==> config.mk <==
export PLATFORM = sky130hd
export DESIGN_NAME = cp0_exc_ctrl
export DESIGN_NICKNAME = d
export VERILOG_FILES = /design/src/rtl/cp0_exc_ctrl_pkg.sv /design/src/rtl/cp0_exc_ctrl_timer.sv /design/src/rtl/cp0_exc_ctrl.sv
export SDC_FILE = /design/constraint.sdc
export NUM_CORES = 1
export LEC_CHECK = 0
export ABC_AREA = 1
export BUFFER_PORTS_ARGS = -buffer_cell sky130_fd_sc_hd__buf_2
export CAP_MARGIN = 20
export CORE_AREA = 2 2 175 177
export DETAILED_ROUTE_END_ITERATION = 10
export DIE_AREA = 0 0 177 179
export MAX_ROUTING_LAYER = met4
export PLACE_DENSITY = 0.66
export SLEW_MARGIN = 10
export SYNTH_ARGS = -nofsm -noshare
export SYNTH_HDL_FRONTEND = slang
export SYNTH_SLANG_ARGS = --single-unit
==> constraint.sdc <==
create_clock -name clk_i -period 2.7 [get_ports clk_i]
set_input_delay 0 -clock clk_i [delete_from_list [all_inputs] [get_ports clk_i]]
set_output_delay 0 -clock clk_i [all_outputs]
set_load 0.005 [all_outputs]
==> src/rtl/cp0_exc_ctrl_pkg.sv <==
// Shared CP0 definitions: MTC0 register selectors, exception codes,
// Status/Cause bit positions and the register bundle seen by the COP0 unit.
package cp0_exc_ctrl_pkg;

    // Selectors are {rd[4:0], sel[2:0]}; 8'h00 means "no write this cycle".
    localparam logic [7:0] RS_NONE     = 8'h00;
    localparam logic [7:0] RS_BADVADDR = 8'h40;
    localparam logic [7:0] RS_COUNT    = 8'h48;
    localparam logic [7:0] RS_COMPARE  = 8'h58;
    localparam logic [7:0] RS_STATUS   = 8'h60;
    localparam logic [7:0] RS_CAUSE    = 8'h68;
    localparam logic [7:0] RS_EPC      = 8'h70;

    typedef enum logic [4:0] {
        EXC_INT  = 5'd0,
        EXC_ADEL = 5'd4,
        EXC_ADES = 5'd5,
        EXC_SYS  = 5'd8,
        EXC_BP   = 5'd9,
        EXC_RI   = 5'd10,
        EXC_OV   = 5'd12
    } exc_code_e;

    localparam int STATUS_IE     = 0;
    localparam int STATUS_EXL    = 1;
    localparam int STATUS_IM_LO  = 8;
    localparam int STATUS_BEV    = 22;
    localparam int CAUSE_EXC_LO  = 2;
    localparam int CAUSE_IP_LO   = 8;
    localparam int CAUSE_TI      = 30;
    localparam int CAUSE_BD      = 31;

    localparam logic [31:0] STATUS_WMASK = 32'h0000_FF03;

    typedef struct packed {
        logic [31:0] badvaddr;
        logic [31:0] count;
        logic [31:0] compare;
        logic [31:0] status;
        logic [31:0] cause;
        logic [31:0] epc;
    } cp0_regfile_t;

    function automatic logic has_badvaddr(input logic [4:0] code);
        return (code == EXC_ADEL) || (code == EXC_ADES);
    endfunction

endpackage

==> src/rtl/cp0_exc_ctrl_timer.sv <==
// Count/Compare timer: Count advances every second cycle, TI latches on a
// Count/Compare match and is cleared only by a Compare write.
module cp0_timer (
    input  logic        clk_i,
    input  logic        rst_ni,
    input  logic        count_we_i,
    input  logic        compare_we_i,
    input  logic [31:0] wdata_i,
    output logic [31:0] count_o,
    output logic [31:0] compare_o,
    output logic        ti_o
);

    logic [31:0] count_q, count_d;
    logic [31:0] compare_q, compare_d;
    logic        tick_q, tick_d;
    logic        ti_q, ti_d;

    // The match is taken against the value Count will hold after this edge.
    always_comb begin
        tick_d    = ~tick_q;
        count_d   = count_q + 32'(tick_q);
        compare_d = compare_q;
        ti_d      = ti_q;
        if (count_we_i) begin
            count_d = wdata_i;
            tick_d  = 1'b0;
        end
        if (compare_we_i) begin
            compare_d = wdata_i;
            ti_d      = 1'b0;
        end else if (count_d == compare_q) begin
            ti_d = 1'b1;
        end
    end

    always_ff @(posedge clk_i or negedge rst_ni) begin
        if (!rst_ni) begin
            count_q   <= '0;
            compare_q <= '0;
            tick_q    <= 1'b0;
            ti_q      <= 1'b0;
        end else begin
            count_q   <= count_d;
            compare_q <= compare_d;
            tick_q    <= tick_d;
            ti_q      <= ti_d;
        end
    end

    assign count_o   = count_q;
    assign compare_o = compare_q;
    assign ti_o      = ti_q;

endmodule

==> src/rtl/cp0_exc_ctrl.sv <==
// CP0 exception controller: owns the CP0 registers, commits one event per
// cycle (interrupt > slot0 > slot1 > ERET > MTC0) and issues the flush/redirect.
module cp0_exc_ctrl
    import cp0_exc_ctrl_pkg::*;
#(
    parameter logic [31:0] EXC_VECTOR   = 32'hBFC0_0380,
    parameter logic [31:0] STATUS_RESET = 32'h0040_0000
) (
    input  logic             clk_i,
    input  logic             rst_ni,
    input  logic [5:0]       ext_int_i,
    input  logic [1:0]       exc_valid_i,
    input  logic [1:0][4:0]  exc_code_i,
    input  logic [1:0][31:0] exc_pc_i,
    input  logic [1:0]       exc_bd_i,
    input  logic [1:0][31:0] exc_badvaddr_i,
    input  logic [31:0]      int_pc_i,
    input  logic             int_pc_valid_i,
    input  logic             int_bd_i,
    input  logic [7:0]       mt_regsel_i,
    input  logic [31:0]      mt_data_i,
    input  logic             eret_valid_i,
    output cp0_regfile_t     cp0_reg_o,
    output logic             flush_o,
    output logic [31:0]      flush_pc_o,
    output logic             int_pending_o
);

    logic [31:0] status_q, status_d;
    logic [31:0] epc_q, epc_d;
    logic [31:0] badvaddr_q, badvaddr_d;
    logic        cause_bd_q, cause_bd_d;
    logic [4:0]  cause_exc_q, cause_exc_d;
    logic [5:0]  ip_hw_q;
    logic [1:0]  ip_sw_q, ip_sw_d;
    logic        flush_q, flush_d;
    logic [31:0] flush_pc_q, flush_pc_d;

    logic [31:0] count, compare;
    logic        ti;
    logic [7:0]  ip;
    logic [31:0] cause;

    logic        take_exc, take_eret, take_mt;
    logic [4:0]  sel_code;
    logic [31:0] sel_pc, sel_bva;
    logic        sel_bd;

    cp0_timer u_timer (
        .clk_i        (clk_i),
        .rst_ni       (rst_ni),
        .count_we_i   (take_mt && (mt_regsel_i == RS_COUNT)),
        .compare_we_i (take_mt && (mt_regsel_i == RS_COMPARE)),
        .wdata_i      (mt_data_i),
        .count_o      (count),
        .compare_o    (compare),
        .ti_o         (ti)
    );

    assign ip    = {ip_hw_q[5] | ti, ip_hw_q[4:0], ip_sw_q};
    assign cause = {cause_bd_q, ti, 14'b0, ip, 1'b0, cause_exc_q, 2'b0};

    assign int_pending_o = status_q[STATUS_IE] & ~status_q[STATUS_EXL]
                         & (|(ip & status_q[STATUS_IM_LO+7:STATUS_IM_LO]))
                         & int_pc_valid_i;

    // An interrupt is treated as an exception with code 0 taken at int_pc.
    always_comb begin
        take_exc = 1'b1;
        sel_code = EXC_INT;
        sel_pc   = int_pc_i;
        sel_bd   = int_bd_i;
        sel_bva  = badvaddr_q;
        if (int_pending_o) begin
            sel_code = EXC_INT;
        end else if (exc_valid_i[0]) begin
            sel_code = exc_code_i[0];
            sel_pc   = exc_pc_i[0];
            sel_bd   = exc_bd_i[0];
            sel_bva  = exc_badvaddr_i[0];
        end else if (exc_valid_i[1]) begin
            sel_code = exc_code_i[1];
            sel_pc   = exc_pc_i[1];
            sel_bd   = exc_bd_i[1];
            sel_bva  = exc_badvaddr_i[1];
        end else begin
            take_exc = 1'b0;
        end
    end

    assign take_eret = eret_valid_i & ~take_exc;
    assign take_mt   = (mt_regsel_i != RS_NONE) & ~take_exc & ~eret_valid_i;

    // A nested exception (EXL already set) keeps the original EPC and BD.
    always_comb begin
        status_d    = status_q;
        epc_d       = epc_q;
        badvaddr_d  = badvaddr_q;
        cause_bd_d  = cause_bd_q;
        cause_exc_d = cause_exc_q;
        ip_sw_d     = ip_sw_q;
        flush_d     = 1'b0;
        flush_pc_d  = flush_pc_q;
        if (take_exc) begin
            cause_exc_d = sel_code;
            if (!status_q[STATUS_EXL]) begin
                epc_d      = sel_bd ? (sel_pc - 32'd4) : sel_pc;
                cause_bd_d = sel_bd;
            end
            status_d[STATUS_EXL] = 1'b1;
            if (has_badvaddr(sel_code)) begin
                badvaddr_d = sel_bva;
            end
            flush_d    = 1'b1;
            flush_pc_d = EXC_VECTOR;
        end else if (take_eret) begin
            status_d[STATUS_EXL] = 1'b0;
            flush_d    = 1'b1;
            flush_pc_d = epc_q;
        end else if (take_mt) begin
            case (mt_regsel_i)
                RS_STATUS: status_d = (status_q & ~STATUS_WMASK) | (mt_data_i & STATUS_WMASK);
                RS_CAUSE:  ip_sw_d  = mt_data_i[CAUSE_IP_LO+1:CAUSE_IP_LO];
                RS_EPC:    epc_d    = mt_data_i;
                default:   ;
            endcase
        end
    end

    always_ff @(posedge clk_i or negedge rst_ni) begin
        if (!rst_ni) begin
            status_q    <= STATUS_RESET;
            epc_q       <= '0;
            badvaddr_q  <= '0;
            cause_bd_q  <= 1'b0;
            cause_exc_q <= '0;
            ip_hw_q     <= '0;
            ip_sw_q     <= '0;
            flush_q     <= 1'b0;
            flush_pc_q  <= '0;
        end else begin
            status_q    <= status_d;
            epc_q       <= epc_d;
            badvaddr_q  <= badvaddr_d;
            cause_bd_q  <= cause_bd_d;
            cause_exc_q <= cause_exc_d;
            ip_hw_q     <= ext_int_i;
            ip_sw_q     <= ip_sw_d;
            flush_q     <= flush_d;
            flush_pc_q  <= flush_pc_d;
        end
    end

    assign cp0_reg_o = '{badvaddr: badvaddr_q, count: count, compare: compare,
                         status: status_q, cause: cause, epc: epc_q};
    assign flush_o    = flush_q;
    assign flush_pc_o = flush_pc_q;

endmodule
==> run metrics, run 1 <==
Critical Setup Path Class register to register; detailed-route vias per instance 5.00; required time of the critical path 3.06 ns; startpoint kind of the worst setup timing path register; Max IR drop VDD 0.395 mV; Clock Tree Root clkbuf_16; worst-case clock skew 0.0134 ns; outcome finished, final reports clean; proportion of total power due to net switching 31.8%; average size of a mapped cell 6.98 um^2; final core utilization 55.5%; total number of vias 13.3k; initial core utilization 38.5%; Core Box Area 30000 um^2; Relative slew margins 49.8%; source-to-sink clock delay at the later pin of the worst-skew pair 0.44 ns; synthesized cell area 11600 um^2; overall power consumption 8.56 mW; RSZ-0062 raised after global routing true; chain of cells forming the critical path nor2_4, nor2_2, nor2_2, nand2_4, nand2_8, buf_6, nand3_4, nor2_4, nand2_4, buf_12, buf_6, nand2_2, nand3_2, nand2_1, nand2_1, nor2_1, nand2_1, nor2_1, nand2_1, a21oi_1; total grt overflow 0; number of antenna violations at the first check in global routing 9; clock sinks 187; reg-to-reg slack, setup 0.06 ns; highest cell delay on the worst timing path 0.48 ns; standard-cell row count 64; fraction of layout cells with a size suffix above 1 29.5%; Worst Setup End Kind register; cell internal power dissipation 5.83 mW; leakage power 8.73 nW; sequential fraction of design power 40.6%; CTS max path bufs 2; fraction of power consumed by the clock network 33.5%; DRC violations left 0; H-tree Lvls 4; predominant post-synthesis flop cell dfrtp_1; critical-path cell with the highest stage delay dfrtp_2; die span in y 179 um; Final Hold Viols 0; Starting DRT DRC Count 976; wire length of the first global-routing pass 70.0 mm; die span in x 177 um; pin count of the biggest net entering global routing 81; most common cell after layout, fill and taps aside nand2_1; switching power summed over all nets 2.73 mW; flop and latch count out of synthesis 187; ports placed on the boundary 451; CP max FO 7; power per cell area 513 nW/um^2; Tightest Pin Transition 0.753 ns; buffers and inverters on the worst path 3; most used cells in the layout excluding fill and tap cells nand2_1 (532), buf_2 (410), inv_1 (207); cell with the most instances on the worst path nand2_1; final setup violation count 0; number of max-slew violations in the final report 0; average detailed-routed wire length per instance 18.1 um; highest metal layer used by the detailed router met4; highest clock rate 0.378 GHz; number of warnings printed during yosys synthesis 0; area enclosed by the die boundary 31700 um^2; Combinational Power Share 25.9%; number of global-route vias before repair 12.8k; number of nets still failing antenna checks after routing 0; number of flops mapped to enable cells by yosys 0; Max Cap Violations 0; number of library cell types mapped by synthesis 48; dpl hpwl 36.6 mm; Placer Congestion 0.969; Worst path top cell family by delay simple AND/OR/NAND/NOR gates; Post-Route WL 48.0 mm; clock transition time at the flip-flop clock pins of the worst setup and hold paths 0.07 ns; routed wire length on met2 24.2 mm; arrival time of data at the critical path endpoint 3.00 ns; detailed-routed wire length on met3 3.26 mm; clock tree from TritonCTS done; Area Growth Syn to Fin 44.2%; instance count of the mapped netlist 1657; classification of the worst-slack hold path input pin to register; register area share after synthesis 40.5%; number of nets in the final layout 2466; drt first pass iters 5; cts bufs inserted 17; time the worst path needs with I/O delays and setup 2.64 ns; gr usage total 30.0%; Total Negative Setup Slacks 0 ns; Port Buf Inserts 411; Routed met1 length 18.4 mm; fraction of the cycle the final worst path needs 98.0%; asr flop ratio synth 100%
==> final timing paths <==
kind	startpoint	end	cells after the start
max	u_timer.ti_o	u_timer.ti_o	20
min	eret_valid_i	status_q[1]	4
max reg2reg	u_timer.ti_o	u_timer.ti_o	20
min reg2reg	u_timer.tick_q	u_timer.tick_q	1
max in group asynchronous	rst_ni	u_timer.compare_o[3]	3
min in group asynchronous	rst_ni	ip_hw_q[2]	2
==> final cells by class <==
| type | instances | area (um^2) |
|---|---|---|
| Timing Repair Buffer | 637 | 4200 |
| Inverter | 215 | 807 |
| Clock inverter | 12 | 208 |
| Tap cell | 396 | 495 |
| Sequential cell | 187 | 4680 |
| Clock buffer | 20 | 447 |
| Multi-Input combinational cell | 1180 | 5810 |
| Fill cell | 2895 | 13400 |
| Antenna cell | 8 | 20.0 |
==> sequential cells by signal, summed over array words and instances, names as in the netlist <==
register	cells
flush_o	1
ip_sw_q	2
cause_exc_q	5
badvaddr_q	32
flush_pc_o	32
u_timer.count_o	32
epc_q	32
status_q	10
u_timer.compare_o	32
ip_hw_q	6
u_timer.ti_o	1
u_timer.tick_q	1
cause_bd_q	1
==> worst min-delay path: cells and delay by family <==
family | cells | cell delay (ns)
AOI/OAI and AO/OA | 1 | 0.11
and+or+nand+nor | 1 | 0.11
buffers and inverters | 2 | 0.18
==> synthesized netlist by cell type (6+ instances only) <==
master    count  share of area (%)
nand4_1      14               0.76
dfrtp_1     187                 40
xnor2_1      16                1.2
a31oi_1      34                1.8
inv_1       210                6.8
buf_4        47                3.1
nor2_2       15               0.81
nor3_1       10               0.43
clkbuf_1     39                1.3
o21ai_2       8               0.61
o22ai_1      14               0.76
nor2_1      127                4.1
nand2_1     555                 18
o21ai_0      97                4.2
a22oi_1      15               0.97
xor2_1       17                1.3
nand3_1     101                4.4
buf_2        19               0.82
buf_6         6               0.58
a22o_1       12               0.91
o21ai_1      19               0.82
a21oi_1      41                1.8
o22a_1        7               0.53
==> metrics by stage <==
step	hold WS (ns)	area, um^2	cells	worst slack [ns]
after floorplan	-0.296	11700	1694	0.399
after global placement	0.0894	14400	2492	0.0328
after detailed placement	0.102	14400	2492	0.0184
after CTS	0.00381	16200	2636	-0.00530
after global routing	0.0420	16700	2655	-0.0579
final	0.0271	16700	2655	0.0553
==> layer usage <==
| layer | global-route usage, % | vias up |
|---|---|---|
| li1 | - | 6346 |
| met1 | 34.8 | 6220 |
| met2 | 51.9 | 613 |
| met3 | 4.20 | 105 |
| met4 | 13.4 | 0 |
| met5 | - | - |
==> power by group through the flow <==
stage               Combinational (mW)  Clock (mW)  Sequential (mW)
floorplan                        0.954           0             3.47
global placement                  1.97           0             3.50
detailed placement                2.00           0             3.51
CTS                               2.14        2.90             3.46
global route                      2.46        3.02             3.51
finish                            2.21        2.87             3.48
==> repair_timing <==
action / 4_1_cts / 5_1_grt
resized for setup: 0 / 90
endpoints found under the setup margin: 1 / 27
hold buffers: 112 / 0
hold endpoints to repair: 203 / 0
buffers inserted: 0 / 6
pin swaps: 0 / 29
cloned: 0 / 5
==> logic make-up (layout without fill, tap and decap cells) <==
kind of cell,after synthesis,in the layout,synth area share [%]
multiplexers,2,2,0.184
AO/OA/AOI/OAI,259,259,13.2
XOR/XNOR,33,33,2.50
AND/OR/NAND/NOR,843,844,30.3
adder cells (fa/ha/maj),3,3,0.325
buffers and inverters,328,884,13.0
flip-flops,187,187,40.5
other,2,47,0.0650
Power figures use the tool's default switching activity.
==> inputs of run 2 (changes only) <==
--- a/config.mk
+++ b/config.mk
@@ -8,11 +8,11 @@
 export ABC_AREA = 1
 export BUFFER_PORTS_ARGS = -buffer_cell sky130_fd_sc_hd__buf_2
 export CAP_MARGIN = 20
-export CORE_AREA = 2 2 175 177
+export CORE_AREA = 2 2 174 176
 export DETAILED_ROUTE_END_ITERATION = 10
-export DIE_AREA = 0 0 177 179
+export DIE_AREA = 0 0 176 178
 export MAX_ROUTING_LAYER = met4
-export PLACE_DENSITY = 0.66
+export PLACE_DENSITY = 0.81
 export SLEW_MARGIN = 10
 export SYNTH_ARGS = -nofsm -noshare
 export SYNTH_HDL_FRONTEND = slang
==> constraint.sdc (replaced) <==
create_clock -name clk_i -period 2.2 [get_ports clk_i]
set_input_delay 0 -clock clk_i [delete_from_list [all_inputs] [get_ports clk_i]]
set_output_delay 0 -clock clk_i [all_outputs]
set_load 0.005 [all_outputs]
==> run 2 against run 1 <==
Hold slack gained 0.0025 ns. Critical endpoint is now epc_q[15]. Wire length grew 12%. Clock skew grew 0.0017 ns. The flow now finishes with violations (negative setup slack). Via count grew 10%. Die area shrank 1.1%. Critical path depth shrank 4. Register-to-register slack lost 0.44 ns. Largest cell class unchanged. Global-route usage grew 3.8 points. Final cell count grew 6.5%. Sequential share of layout area shrank 3.4 points.
==> run metrics, run 2 (synthesis gave the netlist of run 1 again) <==
Port Buf Inserts 411 (unchanged); Starting DRT DRC Count 962 (was 976); global routing usage on met3 5.54% (was 4.20%); die span in x 176 um (was 177 um); outcome complete, but fails checks (was finished, final reports clean); buffers and inverters on the worst path 5 (was 3); pin count of the biggest net entering global routing 72 (was 81); standard-cell row count 63 (was 64); most common cell after layout, fill and taps aside nand2_1 (unchanged); startpoint kind of the worst setup timing path register (unchanged); most used cells in the layout excluding fill and tap cells nand2_1 (491), buf_2 (409), buf_4 (241) (was nand2_1 (532), buf_2 (410), inv_1 (207)); arrival time of data at the critical path endpoint 2.96 ns (was 3.00 ns); cell with the most instances on the worst path nor2_2 (was nand2_1); number of nets still failing antenna checks after routing 0 (unchanged); clock sinks 187 (unchanged); classification of the worst-slack hold path input pin to register (unchanged); total grt overflow 0 (unchanged); cts bufs inserted 17 (unchanged); Max IR drop VDD 0.507 mV (was 0.395 mV); source-to-sink clock delay at the later pin of the worst-skew pair 0.45 ns (was 0.44 ns); worst-case clock skew 0.0151 ns (was 0.0134 ns); number of antenna violations at the first check in global routing 0 (was 9); number of global-route vias before repair 14.3k (was 12.8k); Clock Tree Root clkbuf_16 (unchanged); Placer Congestion 0.985 (was 0.969); worst setup path startpoint u_timer.ti_o (unchanged); Worst path top cell family by delay simple AND/OR/NAND/NOR gates (unchanged); drt first pass iters 7 (was 5); met2 track demand over resource 60.4% (was 51.9%); time the worst path needs with I/O delays and setup 2.58 ns (was 2.64 ns); DRC violations left 0 (unchanged); gr usage total 33.8% (was 30.0%); RSZ-0062 raised after global routing true (unchanged); final setup violation count 65 (was 0); highest clock rate 0.387 GHz (was 0.378 GHz); ports placed on the boundary 451 (unchanged); fraction of the cycle the final worst path needs 117% (was 98.0%); Tightest Pin Transition 0.636 ns (was 0.753 ns); dpl hpwl 38.6 mm (was 36.6 mm); Critical Setup Path Class register to register (unchanged); number of max-slew violations in the final report 0 (unchanged); number of nets in the final layout 2653 (was 2466); die span in y 178 um (was 179 um); failing checks negative setup slack; Hold Crit Start mt_regsel_i[4] (was eret_valid_i); wire length of the first global-routing pass 78.3 mm (was 70.0 mm); Global Route met1 Usage 37.3% (was 34.8%); CTS max path bufs 2 (unchanged); detailed-route vias per instance 5.18 (was 5.00); critical-path cell with the highest stage delay dfrtp_1 (was dfrtp_2); clock tree from TritonCTS done (unchanged); average detailed-routed wire length per instance 19.0 um (was 18.1 um); required time of the critical path 2.58 ns (was 3.06 ns); initial core utilization 39.3% (was 38.5%); Max Cap Violations 0 (unchanged); chain of cells forming the critical path nor2_2, nor2_2, nor2_2, nand2_2, nand2_8, buf_8, buf_4, nand2_1, inv_1, o21ai_0, nor2_2, inv_2, buf_4, a21oi_1, nand2_1, o21ai_1 (was nor2_4, nor2_2, nor2_2, nand2_4, nand2_8, buf_6, nand3_4, nor2_4, nand2_4, buf_12, buf_6, nand2_2, nand3_2, nand2_1, nand2_1, nor2_1, nand2_1, nor2_1, nand2_1, a21oi_1); Area Growth Syn to Fin 64.1% (was 44.2%); H-tree Lvls 4 (unchanged); fraction of layout cells with a size suffix above 1 40.0% (was 29.5%); area enclosed by the die boundary 31300 um^2 (was 31700 um^2); final core utilization 64.5% (was 55.5%); worst hold-check slack 0.0296 ns (was 0.0271 ns); Most Crowded Layer GR met2 (unchanged); CP max FO 7 (unchanged); Relative slew margins 57.6% (was 49.8%); Core Box Area 29400 um^2 (was 30000 um^2); Worst Setup End Kind register (unchanged); pre-CTS worst setup slack -0.492 ns (was 0.0184 ns); total number of vias 14.7k (was 13.3k); highest cell delay on the worst timing path 0.45 ns (was 0.48 ns); power per cell area 568 nW/um^2 (was 513 nW/um^2); Final Hold Viols 0 (unchanged); startpoint of the worst register-to-register path u_timer.ti_o (unchanged); Post-Route WL 53.6 mm (was 48.0 mm); crit path setup slack, layout -0.384 ns (was 0.0553 ns); leakage power 9.89 nW (was 8.73 nW); clock transition time at the flip-flop clock pins of the worst setup and hold paths 0.08 ns (was 0.07 ns); final antenna diode count 0 (was 8)
[run 2: routing by layer]
metal / routed length, um / up-vias
li1: - / 6717
met1: 19300 / 6961
met2: 27800 / 827
met3: 4010 / 149
met4: 2490 / 0
met5: 0 / -
[run 2: layout make-up]
cell class / count / area [um^2]
timing repair buffer: 825 / 5960
multi-input combinational: 1179 / 6460
tap: 390 / 488
inverter: 215 / 818
sequential: 187 / 4680
fill: 2427 / 10400
clock buffer: 19 / 443
clock inverter: 13 / 133
[run 2: where the power goes]
| part | internal [mW] | total [mW] | switching (mW) |
|---|---|---|---|
| Clock | 1.62 | 3.13 | 1.51 |
| Sequential | 3.88 | 4.27 | 0.393 |
| Combinational | 1.58 | 3.37 | 1.78 |
[run 2: metrics by stage]
| stage | power, mW | instance area, um^2 | instances | TNS, ns |
|---|---|---|---|---|
| 6_report | 10.8 | 19000 | 2828 | -11.69 |
| 5_1_grt | 11.2 | 19000 | 2828 | -20.99 |
| 4_1_cts | 10.5 | 18200 | 2805 | -7.00 |
| 3_5_place_dp | 7.02 | 15400 | 2620 | -13.18 |
| 3_3_place_gp | 6.96 | 15400 | 2620 | -8.46 |
| 2_1_floorplan | 5.43 | 11700 | 1694 | 0 |
[run 2: tightest hold or removal path, cell delays in order]
cell and delay [ns]:
buf_2 0.12, nor3_1 0.09, nand3_4 0.13, o311ai_2 0.09
[run 2: repair_timing]
item	CTS	global route
pin swaps	64	69
setup buffers	35	20
endpoints found under the hold margin	197	0
hold buffers	115	0
resized for setup	191	133
cloned	3	8
endpoints found under the setup margin	63	113
[run 2: worst paths after layout]
path	end	slack (ns)	depth (start not counted)
max in group asynchronous	badvaddr_q[7]	1.24	3
worst max-delay path	epc_q[15]	-0.38	16
min in group asynchronous	u_timer.compare_o[14]	0.13	2
worst max register to register	epc_q[15]	-0.38	16
worst min register to register	flush_pc_o[1]	0.49	2
worst min-delay path	status_q[1]	0.03	4
